File: src/rtl/imm_ext_pkg.sv
`default_nettype none
// ============================================================================
// Module      : imm_ext_pkg
// Description : Shared types for the pipelined immediate extender: the fill
//               mode encoding used on in_mode and inside imm_ext_core.
// Revision    : 1.0 - initial release
// ============================================================================
package imm_ext_pkg;

    // Fill modes for the bits above the selected field width
    typedef enum logic [1:0] {
        EXT_SIGN = 2'd0,
        EXT_ZERO = 2'd1,
        EXT_ONES = 2'd2,
        EXT_LSH  = 2'd3
    } ext_mode_t;

endpackage : imm_ext_pkg
`default_nettype wire

File: src/rtl/imm_ext_core.sv
`default_nettype none
// ============================================================================
// Module      : imm_ext_core
// Description : Purely combinational immediate extender. Keeps the low w bits
//               of the field and fills the rest with sign / zero / ones, or
//               with the sign-extended value shifted left by LSH.
//               Build macro IMM_EXT_LSH_EN enables the shift mode; without it
//               mode 3 behaves exactly as sign extension and no shifter exists.
// Revision    : 1.0 - initial release
// ============================================================================
module imm_ext_core
    import imm_ext_pkg::*;
#(
    parameter int IN_W  = 22,
    parameter int OUT_W = 32,
    parameter int LSH   = 2,
    parameter int FW_W  = $clog2(IN_W + 1)
) (
    input  logic [IN_W-1:0]  i_data,
    input  logic [FW_W-1:0]  i_fw,
    input  logic [1:0]       i_mode,
    output logic [OUT_W-1:0] o_ext,
    output logic             o_neg
);

    localparam logic [FW_W-1:0] c_in_w = FW_W'(IN_W);

    ext_mode_t        w_mode;
    logic [FW_W-1:0]  w_width;
    logic [OUT_W-1:0] w_data_ext;
    logic [OUT_W-1:0] w_low_mask;
    logic [OUT_W-1:0] w_top_bit;
    logic [OUT_W-1:0] w_base;
    logic             w_sign;
    logic             w_fill;

    // Resolve effective width and build a mask covering the low w bits
    always_comb begin
        w_mode     = ext_mode_t'(i_mode);
        w_width    = ((i_fw == '0) || (i_fw > c_in_w)) ? c_in_w : i_fw;
        w_data_ext = OUT_W'(i_data);
        w_low_mask = ~({OUT_W{1'b1}} << w_width);
        // Highest set bit of the mask selects the field's sign bit without
        // a variable-width index.
        w_top_bit  = w_low_mask & ~(w_low_mask >> 1);
        w_sign     = |(w_data_ext & w_top_bit);
    end

    // Choose the fill bit and merge it above the kept field bits
    always_comb begin
        case (w_mode)
            EXT_ZERO: w_fill = 1'b0;
            EXT_ONES: w_fill = 1'b1;
            default:  w_fill = w_sign;
        endcase
        w_base = (w_data_ext & w_low_mask) | ({OUT_W{w_fill}} & ~w_low_mask);
    end

`ifdef IMM_EXT_LSH_EN
    // Shift mode: sign-extended value moved left, zeros enter at the bottom
    always_comb begin
        o_ext = (w_mode == EXT_LSH) ? (w_base << LSH) : w_base;
        o_neg = w_fill;
    end
`else
    // Mode 3 falls through to sign extension inside the fill selection
    always_comb begin
        o_ext = w_base;
        o_neg = w_fill;
    end
`endif

endmodule : imm_ext_core
`default_nettype wire

File: src/rtl/imm_extend_pipe.sv
`default_nettype none
// ============================================================================
// Module      : imm_extend_pipe
// Description : Pipelined immediate extender between decode and execute.
//               The extension is computed combinationally on the input beat
//               and stored into a DEPTH-entry FIFO; valid/ready on both sides.
//               in_ready depends only on the stored count, never on out_ready.
//               Build macro IMM_EXT_LSH_EN enables the left-shift fill mode.
// Revision    : 1.0 - initial release
// ============================================================================
module imm_extend_pipe
    import imm_ext_pkg::*;
#(
    parameter int IN_W  = 22,
    parameter int OUT_W = 32,
    parameter int DEPTH = 2,
    parameter int LSH   = 2
) (
    input  logic                       clk,
    input  logic                       rst_n,
    input  logic                       in_valid,
    output logic                       in_ready,
    input  logic [IN_W-1:0]            in_data,
    input  logic [$clog2(IN_W+1)-1:0]  in_fw,
    input  logic [1:0]                 in_mode,
    output logic                       out_valid,
    input  logic                       out_ready,
    output logic [OUT_W-1:0]           out_data,
    output logic                       out_neg
);

    localparam int FW_W  = $clog2(IN_W + 1);
    localparam int PTR_W = $clog2(DEPTH);
    localparam int CNT_W = $clog2(DEPTH + 1);
    localparam logic [CNT_W-1:0] c_depth = CNT_W'(DEPTH);
    localparam logic [PTR_W-1:0] c_ptr_one = PTR_W'(1);
    localparam logic [CNT_W-1:0] c_cnt_one = CNT_W'(1);

    logic [OUT_W-1:0] r_data_mem [DEPTH];
    logic             r_neg_mem  [DEPTH];
    logic [PTR_W-1:0] r_wr_ptr;
    logic [PTR_W-1:0] r_rd_ptr;
    logic [CNT_W-1:0] r_count;

    logic [OUT_W-1:0] w_ext;
    logic             w_neg;
    logic             w_push;
    logic             w_pop;

    imm_ext_core #(
        .IN_W  (IN_W),
        .OUT_W (OUT_W),
        .LSH   (LSH),
        .FW_W  (FW_W)
    ) u_core (
        .i_data (in_data),
        .i_fw   (in_fw),
        .i_mode (in_mode),
        .o_ext  (w_ext),
        .o_neg  (w_neg)
    );

    // Handshake qualifiers and head-entry presentation
    always_comb begin
        in_ready  = (r_count != c_depth);
        out_valid = (r_count != '0);
        w_push    = in_valid & in_ready;
        w_pop     = out_valid & out_ready;
        out_data  = r_data_mem[r_rd_ptr];
        out_neg   = r_neg_mem[r_rd_ptr];
    end

    // One storage slot per entry; cleared on reset so outputs read zero
    generate
        for (genvar gi = 0; gi < DEPTH; gi++) begin : g_entry
            localparam logic [PTR_W-1:0] c_slot = PTR_W'(gi);

            // Capture the extended beat when the write pointer selects this slot
            always_ff @(posedge clk) begin
                if (!rst_n) begin
                    r_data_mem[gi] <= '0;
                    r_neg_mem[gi]  <= 1'b0;
                end else if (w_push && (r_wr_ptr == c_slot)) begin
                    r_data_mem[gi] <= w_ext;
                    r_neg_mem[gi]  <= w_neg;
                end
            end
        end
    endgenerate

    // Pointers wrap naturally because DEPTH is a power of two
    always_ff @(posedge clk) begin
        if (!rst_n) begin
            r_wr_ptr <= '0;
            r_rd_ptr <= '0;
        end else begin
            if (w_push) begin
                r_wr_ptr <= r_wr_ptr + c_ptr_one;
            end
            if (w_pop) begin
                r_rd_ptr <= r_rd_ptr + c_ptr_one;
            end
        end
    end

    // Occupancy: push and pop in the same cycle leave the count unchanged
    always_ff @(posedge clk) begin
        if (!rst_n) begin
            r_count <= '0;
        end else begin
            case ({w_push, w_pop})
                2'b10:   r_count <= r_count + c_cnt_one;
                2'b01:   r_count <= r_count - c_cnt_one;
                default: r_count <= r_count;
            endcase
        end
    end

endmodule : imm_extend_pipe
`default_nettype wire

File: config.mk
export PLATFORM = sky130hd
export DESIGN_NAME = imm_extend_pipe
export DESIGN_NICKNAME = d
export VERILOG_FILES = /design/src/rtl/imm_ext_pkg.sv /design/src/rtl/imm_ext_core.sv /design/src/rtl/imm_extend_pipe.sv
export SDC_FILE = /design/constraint.sdc
export NUM_CORES = 1
export LEC_CHECK = 0
export CORE_MARGIN = 1.5
export CORE_UTILIZATION = 40
export CTS_CLUSTER_DIAMETER = 40
export DETAILED_ROUTE_END_ITERATION = 8
export PLACE_DENSITY = 0.62
export RECOVER_POWER = 100
export SKIP_LAST_GASP = 1
export SLEW_MARGIN = 5
export SYNTH_ARGS = -nofsm -noshare
export SYNTH_HDL_FRONTEND = slang
export SYNTH_HIERARCHICAL = 1
export SYNTH_SLANG_ARGS = --single-unit
File: constraint.sdc
create_clock -name clk -period 3.45 [get_ports clk]
set_input_delay 0.69 -clock clk [delete_from_list [all_inputs] [get_ports clk]]
set_output_delay 0.69 -clock clk [all_outputs]
set_load 0.01 [all_outputs]
==> results of run 1 <==
[cell usage after synthesis (2+ instances only)]
cell,instances,area (sq um)
sky130_fd_sc_hd__edfxtp_1,65,1950
sky130_fd_sc_hd__mux2_2,53,597
sky130_fd_sc_hd__and2_1,46,288
sky130_fd_sc_hd__nand2_1,24,90.1
sky130_fd_sc_hd__and2_2,20,150
sky130_fd_sc_hd__nor2_1,18,67.6
sky130_fd_sc_hd__o21ai_0,14,70.1
sky130_fd_sc_hd__clkbuf_1,11,41.3
sky130_fd_sc_hd__o32a_1,10,100
sky130_fd_sc_hd__buf_2,9,45.0
sky130_fd_sc_hd__a21oi_1,7,35.0
sky130_fd_sc_hd__nand3_1,7,35.0
sky130_fd_sc_hd__dfxtp_1,6,120
sky130_fd_sc_hd__nand4_1,4,25.0
sky130_fd_sc_hd__nor2b_1,4,25.0
sky130_fd_sc_hd__nor3_1,4,20.0
sky130_fd_sc_hd__or3_1,4,25.0
sky130_fd_sc_hd__a211oi_1,3,22.5
sky130_fd_sc_hd__buf_6,3,33.8
sky130_fd_sc_hd__clkbuf_2,3,15.0
sky130_fd_sc_hd__inv_1,3,11.3
sky130_fd_sc_hd__nand3b_1,3,22.5
sky130_fd_sc_hd__o22ai_1,3,18.8
sky130_fd_sc_hd__a31oi_1,2,12.5
sky130_fd_sc_hd__buf_1,2,7.51
sky130_fd_sc_hd__buf_4,2,15.0
sky130_fd_sc_hd__ha_1,2,25.0
sky130_fd_sc_hd__inv_2,2,7.51
sky130_fd_sc_hd__mux2i_1,2,20.0
sky130_fd_sc_hd__xnor2_1,2,17.5
[flip-flops by register name, indices dropped and copies added (netlist names), named ones only]
name        cells
r_neg_mem       2
r_count         2
r_wr_ptr        1
r_data_mem     64
r_rd_ptr        1
[critical path, delay by kind of cell]
family	cells	cell delay (ns)
AO/OA/AOI/OAI	3	1.02
multiplexers	1	0.28
buffers and inverters	3	1.00
AND/OR/NAND/NOR	3	0.34
[metal layers]
metal  vias up  share of wire, %
met5         -                 0
met4         0              0.83
met3         7               4.3
met2        90                48
met1      1492                47
li1       1509                 -
[power groups by stage]
stage	Sequential, mW	Combinational, mW	Clock [mW]
5_1_grt	1.17	1.10	0.739
3_5_place_dp	1.17	1.10	0
3_3_place_gp	1.16	1.09	0
2_1_floorplan	1.16	0.618	0
6_report	1.15	1.01	0.691
4_1_cts	1.15	1.11	0.703
[cells by family (layout without fill, tap and decap cells)]
| family | count (synthesis) | in the layout | share of synthesized area (%) |
|---|---|---|---|
| AND/OR/NAND/NOR | 142 | 142 | 20.1 |
| flip-flops | 71 | 71 | 50.1 |
| multiplexers | 56 | 56 | 15.3 |
| AO/OA/AOI/OAI | 52 | 52 | 8.95 |
| buffers and inverters | 36 | 131 | 4.35 |
| XOR/XNOR | 3 | 3 | 0.635 |
| adder cells (fa/ha/maj) | 2 | 2 | 0.604 |
[layout make-up]
| class | count | area, sq um |
|---|---|---|
| fill | 902 | 4590 |
| sequential | 71 | 2070 |
| multi-input combinational | 255 | 1880 |
| timing repair buffer | 109 | 973 |
| tap | 133 | 166 |
| clock buffer | 9 | 124 |
| clock inverter | 7 | 80.1 |
| inverter | 6 | 22.5 |
[worst paths after layout]
| check | to | slack, ns | cells past startpoint |
|---|---|---|---|
| min reg2reg | r_neg_mem[1]$_DFF_P_ | 0.47 | 2 |
| max reg2reg | r_data_mem[1][16]$_SDFFCE_PN0P_ | 0.79 | 5 |
| min | r_neg_mem[1]$_DFF_P_ | 0.47 | 2 |
| max | r_data_mem[0][5]$_SDFFCE_PN0P_ | 0.22 | 10 |
[per-stage QoR]
| step | hold slack, ns | total power, mW | setup slack (ns) | area [sq um] | cells |
|---|---|---|---|---|---|
| after floorplan | 0.441 | 1.78 | 0.528 | 4140 | 362 |
| after CTS | 0.474 | 2.96 | 0.344 | 5360 | 590 |
| final | 0.469 | 2.86 | 0.220 | 5320 | 590 |
| after global placement | 0.453 | 2.26 | -0.0346 | 5160 | 574 |
| after detailed placement | 0.463 | 2.27 | -0.0391 | 5160 | 574 |
| after global routing | 0.524 | 3.01 | 0.133 | 5320 | 590 |
==> results.py, run 1 <==
metrics = {
    "synthesis": {
        "ys_types": 54,
        "syn_nets": 397,
        "ys_seq_elements": 71,
        "synth_warnings": 6,
        "synthesis.area_per_instance_sq_um": 11.4,
        "ys_seq_area_share_pct": 50.1,
        "ys_async_sr_fraction_pct": 0,
        "netlist_area_sq_mm": 0.00414,
        "synth_edf_count": 65,
        "ys_dominant_reg_cell": "sky130_fd_sc_hd__edfxtp_1",
        "synthesis.instances": 362,
    },
    "drt": {
        "drt_first_iter_violations": 193,
        "vias": 3098,
        "antenna_left": 0,
        "vias_per_cell": 5.25,
        "dr.pass1.iters": 5,
        "drc": 0,
        "finalWirelength_mm": 10.0,
        "wl_per_cell_um": 17.0,
    },
    "setup_path": {
        "worst-path-max-fanout": 12,
        "worst_r2r_startpoint": "r_count[0]$_SDFFE_PN0P_",
        "critPathArrivalTime_ns": 3.34,
        "critPathKind": "in2reg",
        "critical_path_data_required_time_ns": 3.56,
        "cp_slowest_stage_delay_ns": 0.60,
        "worstPathCellList": "dlygate4sd3_1 -> buf_4 -> a21o_1 -> nand2_1 -> nand2_1 -> a2111o_1 -> o32a_1 -> buf_4 -> mux2_2 -> and2_2",
        "start_kind": "input pin",
        "critical_path.startpoint": "in_fw[2]",
        "critPathCaptureType": "register",
        "cpMaxStageDelayCell": "sky130_fd_sc_hd__dlygate4sd3_1",
    },
    "pwr": {
        "power.net_switching_mw": 0.868,
        "total_leakage_power_nw": 2.06,
        "pwr-share-seq_pct": 40.3,
        "power.share.clock_pct": 24.2,
        "power_per_cell_area_mw_per_mm2": 536,
        "combinational_power_share_pct": 35.4,
        "share_of_total_power_consumed_by_net_switching_pct": 30.4,
        "irDropWorstVdd_mv": 0.273,
        "internal-power_mw": 1.99,
    },
    "sta": {
        "timing.final.crit_share_pct": 93.6,
        "clock-skew-final_ns": 0.0128,
        "finalMaxSlewViolations": 0,
        "worst_pin_slew_ns": 1.38,
        "relative_slew_slack_pct": 8.21,
        "post-route-min-period_ns": 3.23,
        "number_of_failing_setup_endpoints_in_the_final_timing_report": 0,
        "grt_setup_unrepaired": "false",
        "setup-tns-final_ns": 0,
        "max_freq_ghz": 0.310,
        "final_hold_viol_count": 0,
    },
    "place": {
        "io_buffers": 67,
        "place_congestion": 0.917,
        "hpwl_mm": 7.09,
    },
    "die": {
        "placement_rows": 36,
        "die-height_um": 105,
        "coreArea_sq_mm": 0.00991,
        "initial_core_util_pct": 41.8,
        "i_o_pins": 68,
        "chipWidth_um": 105,
        "fp.dieArea_sq_mm": 0.0110,
    },
    "final_layout": {
        "layout-drive-gt1-share_pct": 28.2,
        "layout.cells.most_common_list": "65 x sky130_fd_sc_hd__edfxtp_1, 50 x sky130_fd_sc_hd__mux2_2, 34 x sky130_fd_sc_hd__dlygate4sd3_1, 33 x sky130_fd_sc_hd__clkdlybuf4s50_1, 32 x sky130_fd_sc_hd__buf_4",
        "design.final.nets": 487,
        "final_util_pct": 53.7,
        "diodes": 0,
        "layout.cells.most_common": "sky130_fd_sc_hd__edfxtp_1",
        "area.growth.synth_to_final_pct": 28.6,
    },
    "global_routing": {
        "grt.overflow.total": 0,
        "gr-usage-met2_pct": 30.8,
        "track_usage_pct": 18.9,
        "grt_pass1_wl_mm": 16.1,
        "grtUsageMet3_pct": 3.99,
        "globalRouteMet1Util_pct": 25.6,
        "antenna_violations_before_repair": 0,
        "gr-max-usage-layer": "met2",
        "largest_net_degree_at_the_start_of_global_routing": 34,
        "first_global_vias": 3081,
    },
    "clocking": {
        "postCtsResizedCells": 0,
        "clkSinkCount": 71,
        "postCtsSetupBuffers": 0,
        "cts.reportedPaths.clkPinSlew_ns": 0.09,
        "cts-htree-levels": 3,
        "cts_buffers": 9,
        "cts_hold_buf": 0,
        "clock_tree_from_tritoncts": "done",
        "insertion_delay_ns": 0.35,
        "cts_root_buf": "sky130_fd_sc_hd__clkbuf_8",
        "number_of_buffers_between_clock_root_and_the_deepest_sink": 2,
    },
    "flow_run": {
        "maximum_capacitance_violations": 0,
    },
    "worst_hold_path": {
        "hold_wc_startpoint": "r_neg_mem[1]$_DFF_P_",
        "worstHoldPathType": "reg2reg",
    },
    "run_status": {
        "status": "finished, final reports clean",
    },
}
Note: power is estimated with default switching activity, not from simulation.
==> run 2, diff against run 1 <==
--- a/config.mk
+++ b/config.mk
@@ -11,6 +11,7 @@
 export DETAILED_ROUTE_END_ITERATION = 8
 export PLACE_DENSITY = 0.62
 export RECOVER_POWER = 100
+export SKIP_CTS_REPAIR_TIMING = 1
 export SKIP_LAST_GASP = 1
 export SLEW_MARGIN = 5
 export SYNTH_ARGS = -nofsm -noshare
==> results of run 2 <==
Same layout as run 1: the final DEF is identical, and so are final timing and power.
==> run 3, diff against run 2 <==
--- a/config.mk
+++ b/config.mk
@@ -7,6 +7,7 @@
 export LEC_CHECK = 0
 export CORE_MARGIN = 1.5
 export CORE_UTILIZATION = 40
+export CTS_BUF_LIST = sky130_fd_sc_hd__clkbuf_16
 export CTS_CLUSTER_DIAMETER = 40
 export DETAILED_ROUTE_END_ITERATION = 8
 export PLACE_DENSITY = 0.62
==> results.py, run 3 (synthesis results as in run 1) <==
metrics = {
    "run_status": {
        "status": "finished, final reports clean",
    },
    "sta": {
        "post-route-min-period_ns": 3.25,
        "postLayoutSetupSlackWorst_ns": 0.201,
        "grt_setup_unrepaired": "false",
        "number_of_failing_setup_endpoints_in_the_final_timing_report": 0,
        "finalMaxSlewViolations": 0,
        "timing.final.crit_share_pct": 94.2,
        "clock-skew-final_ns": 0.00765,
        "final_hold_viol_count": 0,
        "worst_pin_slew_ns": 1.34,
        "relative_slew_slack_pct": 10.4,
        "max_freq_ghz": 0.308,
    },
    "final_layout": {
        "layout.cells.most_common_list": "65 x sky130_fd_sc_hd__edfxtp_1, 50 x sky130_fd_sc_hd__mux2_2, 34 x sky130_fd_sc_hd__dlygate4sd3_1, 33 x sky130_fd_sc_hd__clkdlybuf4s50_1, 32 x sky130_fd_sc_hd__buf_4",
        "layout.area.seq_sq_mm": 0.00207,
        "layout-drive-gt1-share_pct": 28.2,
        "area.growth.synth_to_final_pct": 31.0,
        "diodes": 0,
        "stdcell_area_sq_mm": 0.00542,
        "design.final.nets": 487,
        "largest_register_ff_count": 64,
        "fillers": 890,
        "regMostFlops": "r_data_mem",
        "multi_input_comb_area_sq_mm": 0.00188,
        "reg.largest.list": "r_data_mem: 64 flops, r_count: 2 flops, r_neg_mem: 2 flops",
        "layout.cells.most_common": "sky130_fd_sc_hd__edfxtp_1",
    },
    "setup_path": {
        "critPathKind": "in2reg",
        "worst-path-max-fanout": 12,
        "critical_path_data_required_time_ns": 3.54,
        "start_kind": "input pin",
        "critPathArrivalTime_ns": 3.34,
        "critPathCaptureType": "register",
    },
    "global_routing": {
        "grt_pass1_wl_mm": 16.1,
        "largest_net_degree_at_the_start_of_global_routing": 34,
        "grt.overflow.total": 0,
        "track_usage_pct": 19.1,
        "first_global_vias": 3077,
        "antenna_violations_before_repair": 0,
    },
    "die": {
        "die-height_um": 105,
        "placement_rows": 36,
        "i_o_pins": 68,
        "coreArea_sq_mm": 0.00991,
        "chipWidth_um": 105,
        "initial_core_util_pct": 41.8,
        "fp.dieArea_sq_mm": 0.0110,
    },
    "flow_run": {
        "maximum_capacitance_violations": 0,
    },
    "worst_hold_path": {
        "worstHoldPathType": "reg2reg",
    },
    "pwr": {
        "total_leakage_power_nw": 2.11,
        "irDropWorstVdd_mv": 0.280,
        "power_per_cell_area_mw_per_mm2": 574,
    },
    "place": {
        "pre_cts_slack_ns": -0.0391,
        "hpwl_mm": 7.09,
        "io_buffers": 67,
        "placedInstanceArea_sq_mm": 0.00516,
        "place_congestion": 0.917,
    },
    "clocking": {
        "number_of_buffers_between_clock_root_and_the_deepest_sink": 2,
        "cts.reportedPaths.clkPinSlew_ns": 0.06,
        "cts_root_buf": "sky130_fd_sc_hd__clkbuf_16",
        "clkSinkCount": 71,
        "clock_tree_from_tritoncts": "done",
        "cts-htree-levels": 3,
        "insertion_delay_ns": 0.33,
        "cts_buffers": 9,
    },
    "drt": {
        "vias_per_cell": 5.25,
        "vias": 3096,
        "drt_first_iter_violations": 178,
        "dr.pass1.iters": 5,
        "wl_per_cell_um": 17.0,
        "finalWirelength_mm": 10.0,
        "drc": 0,
        "antenna_left": 0,
    },
}
## run 3: cell types whose count changed in the layout (fill, tap and decap cells not counted)
| cell | delta |
|---|---|
| sky130_fd_sc_hd__clkbuf_16 | +9 |
| sky130_fd_sc_hd__clkbuf_8 | -9 |
## run 3: layer usage
| layer | GRT usage [%] | vias to the layer above | wire length [um] | share of wire (%) |
|---|---|---|---|---|
| met3 | 4.74 | 8 | 507 | 5.1 |
| li1 | - | 1511 | - | - |
| met4 | 5.48 | 0 | 106 | 1.1 |
| met1 | 25.5 | 1475 | 4520 | 45 |
| met2 | 30.6 | 102 | 4870 | 49 |
| met5 | 0 | - | 0 | 0 |
## run 3: worst paths after layout
kind,startpoint,end,slack [ns],depth (start not counted)
hold / removal,r_neg_mem[1]$_DFF_P_,r_neg_mem[1]$_DFF_P_,0.47,2
hold reg to reg,r_neg_mem[1]$_DFF_P_,r_neg_mem[1]$_DFF_P_,0.47,2
setup / recovery,in_fw[2],r_data_mem[0][5]$_SDFFCE_PN0P_,0.20,10
setup reg to reg,r_count[0]$_SDFFE_PN0P_,r_data_mem[1][26]$_SDFFCE_PN0P_,0.82,5
## run 3: layout make-up
cell class                      count  area share [%]
Tap cell                          133            3.07
Inverter                            6           0.415
Sequential cell                    71            38.2
Timing Repair Buffer              109            17.9
Clock inverter                      7            1.48
Clock buffer                        9            4.15
Multi-Input combinational cell    255            34.7
## run 3: through the flow
step	total power, mW	TNS [ns]	instances	hold WS [ns]	util (%)
after global routing	3.27	0	590	0.520	54.7
after floorplan	1.78	0	362	0.441	-
after detailed placement	2.27	-0.363	574	0.463	52.1
after CTS	3.22	0	590	0.471	55.1
final	3.11	0	590	0.471	54.7
after global placement	2.26	-0.434	574	0.453	52.1
## run 3: worst max-delay path, cell delays in order
cell	delay, ns
sky130_fd_sc_hd__dlygate4sd3_1	0.61
sky130_fd_sc_hd__buf_4	0.22
sky130_fd_sc_hd__and3_1	0.17
sky130_fd_sc_hd__nand3_1	0.11
sky130_fd_sc_hd__o311ai_1	0.11
sky130_fd_sc_hd__a2111o_1	0.41
sky130_fd_sc_hd__o32a_1	0.40
sky130_fd_sc_hd__buf_4	0.18
sky130_fd_sc_hd__mux2_2	0.28
sky130_fd_sc_hd__and2_2	0.17
## run 3: report_power, final
group	internal, mW	switching [mW]	leakage [nW]
registers	1.11	0.0490	0.741
logic	0.542	0.468	1.22
clock network	0.567	0.381	0.143
total	2.21	0.898	2.11
